### src/rtl/parking_lot_ctrl.sv
// Parking-lot occupancy controller: decodes ordered gate-sensor patterns into entry/exit events
// and keeps a saturating occupancy count. Define PARKING_SYNC_EN to add 2-flop sensor synchronizers.
module parking_lot_ctrl #(
   parameter int CAPACITY = 16,
   parameter int CNT_W    = 5
) (
   input  logic             clk,
   input  logic             reset,
   input  logic             sensor_a,
   input  logic             sensor_b,
   output logic [CNT_W-1:0] count,
   output logic             full,
   output logic             empty,
   output logic             enter_pulse,
   output logic             exit_pulse,
   output logic             reject
);

   localparam logic [2:0] IDLE   = 3'd0;
   localparam logic [2:0] IN_A   = 3'd1;
   localparam logic [2:0] IN_AB  = 3'd2;
   localparam logic [2:0] IN_B   = 3'd3;
   localparam logic [2:0] OUT_B  = 3'd4;
   localparam logic [2:0] OUT_BA = 3'd5;
   localparam logic [2:0] OUT_A  = 3'd6;
   localparam logic [2:0] ABORT  = 3'd7;

   localparam logic [CNT_W-1:0] CAP_VAL = CNT_W'(CAPACITY);
   localparam logic [CNT_W-1:0] ONE     = CNT_W'(1);

   logic [1:0]       sens;
   logic [2:0]       state_q, state_d;
   logic [CNT_W-1:0] count_q, count_d;
   logic             enter_q, enter_d;
   logic             exit_q, exit_d;
   logic             reject_q, reject_d;
   logic             entry_evt, exit_evt;
   logic             at_full, at_empty;

`ifdef PARKING_SYNC_EN
   logic [1:0] sync_a_q, sync_a_d;
   logic [1:0] sync_b_q, sync_b_d;

   always_comb begin
      sync_a_d = {sync_a_q[0], sensor_a};
      sync_b_d = {sync_b_q[0], sensor_b};
   end

   always_ff @(posedge clk) begin
      if (reset) begin
         sync_a_q <= 2'b00;
         sync_b_q <= 2'b00;
      end else begin
         sync_a_q <= sync_a_d;
         sync_b_q <= sync_b_d;
      end
   end

   assign sens = {sync_a_q[1], sync_b_q[1]};
`else
   assign sens = {sensor_a, sensor_b};
`endif

   // Pattern decoder: unlisted inputs (the unchanged pattern) hold the state.
   always_comb begin
      state_d   = state_q;
      entry_evt = 1'b0;
      exit_evt  = 1'b0;
      case (state_q)
         IDLE: begin
            case (sens)
               2'b10:   state_d = IN_A;
               2'b01:   state_d = OUT_B;
               2'b11:   state_d = ABORT;
               default: state_d = IDLE;
            endcase
         end
         IN_A: begin
            case (sens)
               2'b11:   state_d = IN_AB;
               2'b00:   state_d = IDLE;
               2'b01:   state_d = ABORT;
               default: state_d = IN_A;
            endcase
         end
         IN_AB: begin
            case (sens)
               2'b01:   state_d = IN_B;
               2'b10:   state_d = IN_A;
               2'b00:   state_d = ABORT;
               default: state_d = IN_AB;
            endcase
         end
         IN_B: begin
            case (sens)
               2'b00: begin
                  state_d   = IDLE;
                  entry_evt = 1'b1;
               end
               2'b11:   state_d = IN_AB;
               2'b10:   state_d = ABORT;
               default: state_d = IN_B;
            endcase
         end
         OUT_B: begin
            case (sens)
               2'b11:   state_d = OUT_BA;
               2'b00:   state_d = IDLE;
               2'b10:   state_d = ABORT;
               default: state_d = OUT_B;
            endcase
         end
         OUT_BA: begin
            case (sens)
               2'b10:   state_d = OUT_A;
               2'b01:   state_d = OUT_B;
               2'b00:   state_d = ABORT;
               default: state_d = OUT_BA;
            endcase
         end
         OUT_A: begin
            case (sens)
               2'b00: begin
                  state_d  = IDLE;
                  exit_evt = 1'b1;
               end
               2'b11:   state_d = OUT_BA;
               2'b01:   state_d = ABORT;
               default: state_d = OUT_A;
            endcase
         end
         default: begin
            if (sens == 2'b00) begin
               state_d = IDLE;
            end
         end
      endcase
   end

   assign at_full  = (count_q == CAP_VAL);
   assign at_empty = (count_q == '0);

   // An event at a count boundary turns into a reject instead of wrapping.
   always_comb begin
      count_d  = count_q;
      enter_d  = 1'b0;
      exit_d   = 1'b0;
      reject_d = 1'b0;
      if (entry_evt) begin
         if (at_full) begin
            reject_d = 1'b1;
         end else begin
            count_d = count_q + ONE;
            enter_d = 1'b1;
         end
      end else if (exit_evt) begin
         if (at_empty) begin
            reject_d = 1'b1;
         end else begin
            count_d = count_q - ONE;
            exit_d  = 1'b1;
         end
      end
   end

   always_ff @(posedge clk) begin
      if (reset) begin
         state_q  <= IDLE;
         count_q  <= '0;
         enter_q  <= 1'b0;
         exit_q   <= 1'b0;
         reject_q <= 1'b0;
      end else begin
         state_q  <= state_d;
         count_q  <= count_d;
         enter_q  <= enter_d;
         exit_q   <= exit_d;
         reject_q <= reject_d;
      end
   end

   assign count       = count_q;
   assign full        = at_full;
   assign empty       = at_empty;
   assign enter_pulse = enter_q;
   assign exit_pulse  = exit_q;
   assign reject      = reject_q;

endmodule

### config.mk
export PLATFORM = sky130hd
export DESIGN_NAME = parking_lot_ctrl
export DESIGN_NICKNAME = d
export VERILOG_FILES = /design/src/rtl/parking_lot_ctrl.sv
export SDC_FILE = /design/constraint.sdc
export NUM_CORES = 1
export LEC_CHECK = 0
export ABC_AREA = 0
export BUFFER_PORTS_ARGS = -buffer_cell sky130_fd_sc_hd__buf_2
export CAP_MARGIN = 10
export CORE_MARGIN = 2
export CORE_UTILIZATION = 58
export DETAILED_ROUTE_END_ITERATION = 12
export PLACE_DENSITY = 0.82
export RECOVER_POWER = 25
export SYNTH_ARGS = -nofsm -noshare
export SYNTH_HDL_FRONTEND = slang
export SYNTH_SLANG_ARGS = --single-unit
export TNS_END_PERCENT = 5
### constraint.sdc
create_clock -name clk -period 3.24 [get_ports clk]
set_clock_uncertainty 0.15 [all_clocks]
set_input_delay 0.324 -clock clk [delete_from_list [all_inputs] [get_ports clk]]
set_output_delay 0.324 -clock clk [all_outputs]
set_load 0.01 [all_outputs]
# [Word-level counts from Yosys, hierarchy flattened]
# Cells that the tools add are included.
[totals] in_bits=4 output_inout_bits=10 elab_cells=51 ff_bits=11
[classes] n_eq_ne=12 add_sub_neg=2 mux=22 bitwise=2 reduce_logical=8
[op_table] operator="3-bit case mux with 3 select lines" count=6
[op_table] operator="3-bit case mux with 7 select lines" count=1
[op_table] operator="5-bit two-way mux" count=4
[op_table] operator="3-bit equality test (second input constant)" count=3
[op_table] operator="1-bit two-way mux" count=9
[op_table] operator="8-bit nonzero test" count=1
[op_table] operator="3-bit by 2-bit equality test with 1-bit output (second input constant)" count=2
[op_table] operator="2-bit case mux with 3 select lines" count=1
[op_table] operator="5-bit by 1-bit adder with 5-bit output (second input constant)" count=1
[op_table] operator="5-bit equality test (second input constant)" count=1
[op_table] operator="5-bit logical NOT" count=1
[op_table] operator="5-bit by 1-bit subtractor with 5-bit output (second input constant)" count=1
[op_table] operator="2-bit equality test (second input constant)" count=2
[op_table] operator="3-bit by 1-bit equality test with 1-bit output (second input constant)" count=1
[op_table] operator="3-bit logical NOT" count=1
[op_table] operator="3-bit two-way mux" count=1
[op_table] operator="3-bit AND reduction" count=1
[op_table] operator="3-bit OR reduction" count=1
[op_table] operator="2-bit by 1-bit equality test with 1-bit output (second input constant)" count=1
[op_table] operator="2-bit logical NOT" count=1
[op_table] operator="2-bit by 1-bit != test with 1-bit output (second input constant)" count=1
[op_table] operator="2-bit != test (second input constant)" count=1
[op_table] operator="1-bit NOT" count=2
[op_table] operator="2-bit nonzero test" count=1
[op_table] operator="2-bit OR reduction" count=1

# [Depth between registers and ports, before layout]
# Gate-level depths: netlist of the first run.
[logic_depth] depth_word=5 depth_mapped=10

# [Worst setup path before layout of the first run]
# Ideal clock, no wire load.
[synth_timing] path_kind="input-to-reg" startpoint="input port sensor_a" endpoint="register count_q[4] (netlist: count[4])" path_buffers=0 stages=10 slack_ns=0.989 t_arrival_ns=2.031 required_ns=3.019 cell_sequence="inv_1 > ha_1 > nand3_2 > inv_1 > fa_1 > nand2b_1 > a21oi_1 > xnor2_1 > or3_1 > a21oi_1"
[synth_between] elab_chain_cells=5 elab_cells_between_ends=9
[synth_rtl] element="start, declared" line_no="9" source="input logic sensor_a,"
[synth_rtl] element="2-bit logical NOT (*)" line_no="95, 122"
[synth_rtl] element="1-bit two-way mux (*)" line_no="95, 122"
[synth_rtl] element="1-bit two-way mux" line_no="69" source="case (state_q)"
[synth_rtl] element="2-bit by 1-bit != test with 1-bit output (no line), or another cell as far along"
[synth_rtl] element="3-bit AND reduction (no line)"
[synth_rtl] element="end signal, assigned" line_no="175" source="count_q <= count_d;"
[synth_rtl] element="end, declared" line_no="33" source="logic [CNT_W-1:0] count_q, count_d;"
# Mark *: on every way between the ends. The rest lies on a longest branch, timed or not.
# A chain may end at the register's enable or synchronous reset.

# [Worst setup path after layout of the first run]
[layout_timing] startpoint="register state_q[0]" endpoint="register count_q[4] (netlist: count[4])"
[layout_between] elab_chain_cells=4 elab_cells_between_ends=9
[layout_rtl] element="start, declared" line_no="32" source="logic [2:0] state_q, state_d;"
[layout_rtl] element="start signal, assigned" line_no="174" source="state_q <= state_d;"
[layout_rtl] element="3-bit by 2-bit equality test with 1-bit output or 3-bit equality test (tied branches)" line_no="69"
[layout_rtl] element="1-bit two-way mux" line_no="69"
[layout_rtl] element="2-bit by 1-bit != test with 1-bit output (no line), or another cell as far along"
[layout_rtl] element="3-bit AND reduction (no line)"
# Parallel ways exist; a longest one is shown, timed or not.

==> results.yml, run 1 <==
outcome:
  outcome: "completed"
detailed_routing:
  drcViolationCount: 0
  routed_wirelength_um: 1540
  wire_per_inst_um: 12.5
  postRouteAntennaNets: 0
  viasPerCell: 5.70
  dr.pass1.iters: 4
  met2_length_um: 737
  met1_length_um: 719
  num_vias: 701
  routed.top_layer: "met3"
  wl_met3_um: 78
  drtIter0Drc: 13
timing:
  tightestPinTransition_ns: 0.407
  post-route-min-period_ns: 2.33
  fin_tns_setup_ns: 0
  setup_viol: 0
  slew_headroom_pct: 72.2
  fin_crit_sh_pct: 72.0
  whs_ns: 0.216
  setup_slack_ns: 0.906
  slew_violations: 0
  fmax_mhz: 428
  rsz0062_at_grt: "false"
  hold_violations: 0
placed_design:
  portBuffers: 13
  dp_hpwl_um: 1200
  dpl_worst_slack_ns: 0.714
  gp_congestion: 0.799
global_routing:
  grt_pass1_vias: 605
  grt_pass1_wl_um: 2680
  global_route.usage.total_pct: 19.5
  overflow: 0
  antenna_found_initial: 0
  grt_max_degree: 14
worst_setup_path:
  reg2reg_depth: 8
  crit_required_ns: 3.30
  cp_data_arrival_time_ns: 2.39
  timing.rr.end: "count[4]$_SDFFE_PP0P_"
  timing.rr.start: "state_q[0]$_SDFFE_PP0P_"
  worstSetupPathType: "reg2reg"
  start_kind: "flip-flop"
  crit_fanout: 13
  ff2ff_setup_slack_ns: 0.91
  end_kind: "flip-flop"
pwr:
  ir_drop_v: 0.000227
  p_comb_share_pct: 23.9
  leakagePower_nw: 0.382
  pwr-share-seq_pct: 48.5
  p_clk_share_pct: 27.5
  p_switching_uw: 109
  p_int_uw: 230
  powerDensity_nw_per_um2: 382
  p_sw_share_pct: 32.3
synth:
  synth_edf_count: 0
  synthXorXnorAreaFrac_pct: 4.27
  synthCells: 96
  synthFlopType: "dfxtp_1"
  ys_top_cells_by_area: "dfxtp_1 (27%), ha_1 (15%), a21oi_1 (5.5%)"
  syn_avg_cell_area_um2: 8.54
  yosysTopAreaCellShare_pct: 26.9
  yosys_warnings: 0
  async_flop_share_pct: 0
  synth_seq_cells: 11
  syn_nets: 111
  synthAdderAreaFrac_pct: 17.7
  synth_compound_gate_area_share_pct: 16.2
  yosys-top-cells-count: "dfxtp_1 (11), nor2_1 (11), ha_1 (10)"
  synth_area_um2: 820
  synth_top_family_by_area: "simple AND/OR/NAND/NOR gates"
  synthSimpleGateAreaFrac_pct: 21.2
  synth_area_leader_cell: "dfxtp_1"
  synth-seq-area-share_pct: 26.9
  synthMuxAreaShare_pct: 6.26
  ys_types: 34
floorplan:
  row_count: 13
  die_h_um: 41.6
  die_area_um2: 1730
  num_io_pins: 14
  coreArea_um2: 1320
  initial_utilization_pct: 62.2
  die_w_um: 41.6
clocking:
  cts_buffers: 3
  cts_hold_buf: 0
  cts_tree: "built"
  clock-root-buffer: "clkbuf_4"
  post_cts_buffers: 0
  cts_resized: 0
  clock-sinks: 11
  cts_buffer_depth: 2
  cts.htree.levels: 1
  clk_pin_slew_ns: 0.07
  clk_latency_ns: 0.27
hold_path:
  min_to: "count[4]$_SDFFE_PP0P_"
  min_from: "reset"
  hp-class: "in2reg"
  hold_path_depth: 2
job:
  maxCapViolations: 0
layout:
  utilization_pct: 67.4
  final_net_count: 124
  areaGrowthSynthToFinish_pct: 8.40
  antenna-diode-count: 0
  drive_above_1_share_pct: 17.6
[sequential cells by signal (all words and copies together), names as in the netlist]
| name | cells |
|---|---|
| reject | 1 |
| enter_pulse | 1 |
| state_q | 3 |
| exit_pulse | 1 |
| count | 5 |
[layer usage]
layer / GRT usage (%) / up-vias
met3: 6.52 / 0
met4: 3.87 / 0
met1: 26.1 / 318
met5: 0 / -
met2: 30.6 / 19
li1: - / 364
[stage by stage]
stage | std cells | cell area [µm²] | total power, mW
6_report | 123 | 888 | 0.339
3_5_place_dp | 119 | 868 | 0.248
2_1_floorplan | 96 | 820 | 0.235
5_1_grt | 123 | 888 | 0.360
3_3_place_gp | 119 | 868 | 0.244
4_1_cts | 123 | 895 | 0.341
[logic make-up (layout without fill, tap and decap cells)]
| logic type | after synthesis | count (layout) |
|---|---|---|
| and+or+nand+nor | 32 | 32 |
| AOI/OAI and AO/OA | 21 | 21 |
| buffers and inverters | 12 | 24 |
| adders and majority gates | 11 | 11 |
| DFF | 11 | 11 |
| muxes | 5 | 5 |
| xor gates and xnor gates | 4 | 4 |
[placed cells by master, fill, tap and decap left out, types with 2 or more instances in the layout]
cell type,instances
o21ai_1,2
a21oi_1,9
nand2b_1,3
xnor2_1,4
mux2i_1,4
clkbuf_1,6
inv_1,7
nand2_1,3
nor2_1,11
nor4_1,4
buf_2,8
nor2_2,2
ha_1,10
clkbuf_4,3
nor3_1,2
a211oi_1,2
dfxtp_1,11
[critical path, cell delays in order (launching register included)]
cell and delay (ns):
dfxtp_1 0.53, nor2b_2 0.25, nand3_2 0.19, ha_1 0.41, nand2b_1 0.06, a21oi_1 0.16, xnor2_1 0.09, or3_1 0.30
a21oi_1 0.13
[final cells by class]
cell class                 instances  area, µm²
inverter                           7       26.3
timing repair buffer              13       58.8
sequential                        11        220
fill                             116        429
multi-input combinational         73        538
tap                               15       18.8
clock buffer                       4       26.3
[worst max path at each step]
| stage | startpoint | end | slack (ns) |
|---|---|---|---|
| final | state_q[0]$_SDFFE_PP0P_ | count[4]$_SDFFE_PP0P_ | 0.91 |
| after detailed placement | sensor_a | count[4]$_SDFFE_PP0P_ | 0.71 |
| after global routing | state_q[0]$_SDFFE_PP0P_ | count[4]$_SDFFE_PP0P_ | 0.69 |
| after floorplan | sensor_a | count[4]$_SDFFE_PP0P_ | 0.99 |
| after CTS | state_q[0]$_SDFFE_PP0P_ | count[4]$_SDFFE_PP0P_ | 0.93 |
| after global placement | sensor_a | count[4]$_SDFFE_PP0P_ | 0.73 |
[power groups by stage]
| stage | Sequential, mW | Clock [mW] | Combinational, mW |
|---|---|---|---|
| 4_1_cts | 0.164 | 0.0958 | 0.0817 |
| 6_report | 0.165 | 0.0934 | 0.0812 |
| 5_1_grt | 0.167 | 0.101 | 0.0915 |
| 3_5_place_dp | 0.167 | 0 | 0.0813 |
| 2_1_floorplan | 0.152 | 0 | 0.0825 |
| 3_3_place_gp | 0.167 | 0 | 0.0774 |
(Power assumes the default switching activity.)
==> run 2: changes to the inputs <==
CORE_UTILIZATION = 48   (was 58)
PLACE_DENSITY = 0.73   (was 0.82)
clock period = 2.13 ns   (was 3.24 ns; I/O delays follow)
==> run 2 against run 1 <==
  * Sequential cell count unchanged
  * Count of clock-buffer cells in the layout did not move
  * Wire length grew 9.4%
  * Clock power grew 63%
  * First-iteration DRC count is 15% higher
  * Total power rose by 65%
  * Critical endpoint unchanged
  * Via count is 4.4% higher
  * Non-clock buffer count grew 10
  * Global-route usage is 1.2 points lower
  * Maximum frequency rose by 15%
  * Utilization fell by 2.6 points
==> results.yml, run 2 (synthesis results as in run 1) <==
clocking:
  cts_buffer_depth: 2
  post_cts_buffers: 0
  clock-root-buffer: "clkbuf_4"
  cts_tree: "built"
  cts.htree.levels: 1
  cts_resized: 0
  clk_latency_ns: 0.28
  cts_hold_buf: 0
  cts_buffers: 3
  clock-sinks: 11
  clk_pin_slew_ns: 0.08
worst_setup_path:
  end_kind: "flip-flop"
  crit_required_ns: 2.20
  start_kind: "flip-flop"
  crit_family: "simple AND/OR/NAND/NOR gates"
  cp_data_arrival_time_ns: 2.09
  crit_fanout: 4
  ff2ff_setup_slack_ns: 0.11
  crit_slowest_cell: "fa_2"
  slowest_delay_ns: 0.34
  timing.rr.end: "count[4]$_SDFFE_PP0P_"
  cp_num_buf_inv: 1
  cp_cell_sequence: "nor2b_2 -> nand3_2 -> inv_1 -> fa_2 -> nand2b_4 -> a21oi_4 -> xnor2_2 -> or3_1 -> a21oi_1"
  reg2reg_depth: 9
  timing.rr.start: "state_q[0]$_SDFFE_PP0P_"
  worstSetupPathType: "reg2reg"
global_routing:
  overflow: 0
  global_route.usage.total_pct: 18.3
  grt_max_degree: 13
  grt_pass1_vias: 621
  grt_pass1_wl_um: 2660
  antenna_found_initial: 0
hold_path:
  min_from: "reset"
  hp-class: "in2reg"
  hold_path_depth: 2
  min_to: "count[2]$_SDFFE_PP0P_"
floorplan:
  die_w_um: 45.3
  initial_utilization_pct: 52.6
  die_area_um2: 2050
  row_count: 14
  coreArea_um2: 1560
  num_io_pins: 14
  die_h_um: 45.3
pwr:
  leakagePower_nw: 0.448
  ir_drop_v: 0.000343
  powerDensity_nw_per_um2: 552
detailed_routing:
  viasPerCell: 5.46
  drtIter0Drc: 15
  postRouteAntennaNets: 0
  routed_wirelength_um: 1680
  drcViolationCount: 0
  wire_per_inst_um: 12.5
  dr.pass1.iters: 4
  num_vias: 732
placed_design:
  dp_hpwl_um: 1240
  portBuffers: 13
  gp_congestion: 0.838
  dpl_worst_slack_ns: 0.00444
layout:
  layout_common_cells: "dfxtp_1 (11), nor2_1 (10), buf_4 (10)"
  register_area_um2: 220
  fill_cells: 137
  final_common_cell: "dfxtp_1"
  final_net_count: 134
  areaGrowthSynthToFinish_pct: 23.4
  multi_input_area_um2: 584
  drive_above_1_share_pct: 30.5
  largest_register_ff_count: 5
  antenna-diode-count: 0
timing:
  setup_slack_ns: 0.107
  post-route-min-period_ns: 2.02
  fin_crit_sh_pct: 95.0
  tightestPinTransition_ns: 0.481
  slew_headroom_pct: 67.1
  whs_ns: 0.0930
  fmax_mhz: 494
  slew_violations: 0
  setup_viol: 0
  fin_tns_setup_ns: 0
  hold_violations: 0
job:
  maxCapViolations: 0
outcome:
  outcome: "completed"
run 2: power breakdown:
part / leakage [nW] / switching (mW) / internal (mW)
clock network: 0.0150 / 0.0792 / 0.0728
logic: 0.343 / 0.0965 / 0.0829
registers: 0.0894 / 0.00873 / 0.218
run 2: per-stage QoR:
| step | cells | power [mW] | cell area (µm²) | util [%] |
|---|---|---|---|---|
| after global placement | 130 | 0.397 | 947 | 60.8 |
| final | 134 | 0.558 | 1010 | 64.8 |
| after floorplan | 96 | 0.357 | 822 | - |
| after global routing | 134 | 0.593 | 1010 | 64.8 |
| after detailed placement | 130 | 0.402 | 947 | 60.8 |
| after CTS | 134 | 0.549 | 973 | 62.4 |
run 2: worst register-to-register path, stage by stage, from the launching register on:
cell and delay [ns]:
dfxtp_1 0.31, nor2b_2 0.17, nand3_2 0.11, inv_1 0.08
fa_2 0.34, nand2b_4 0.16, a21oi_4 0.15, xnor2_2 0.07
or3_1 0.30, a21oi_1 0.12
run 2: area by class of cell:
cell class | count | area share [%]
multi-input combinational | 73 | 57.8
sequential | 11 | 21.8
timing repair buffer | 23 | 13.2
clock buffer | 4 | 2.60
inverter | 7 | 2.60
tap | 16 | 1.98
run 2: worst max-delay path by stage:
stage                                  from               endpoint  slack, ns  cells after the start
floorplan                          sensor_a  count[4]$_SDFFE_PP0P_       0.05                     10
global placement                   sensor_a  count[4]$_SDFFE_PP0P_       0.06                     11
detailed placement                 sensor_a  count[4]$_SDFFE_PP0P_      0.004                     11
CTS                 state_q[0]$_SDFFE_PP0P_  count[4]$_SDFFE_PP0P_       0.06                      9
global route        state_q[0]$_SDFFE_PP0P_  count[4]$_SDFFE_PP0P_     -0.005                      9
finish              state_q[0]$_SDFFE_PP0P_  count[4]$_SDFFE_PP0P_       0.11                      9
run 2: metal layers:
layer  global-route usage (%)  wire, µm  vias to the layer above
li1                         -         -                      381
met1                     23.2       797                      337
met2                     28.6       791                       10
met3                     6.00        68                        4
met4                     7.06        24                        0
met5                        0         0                        -
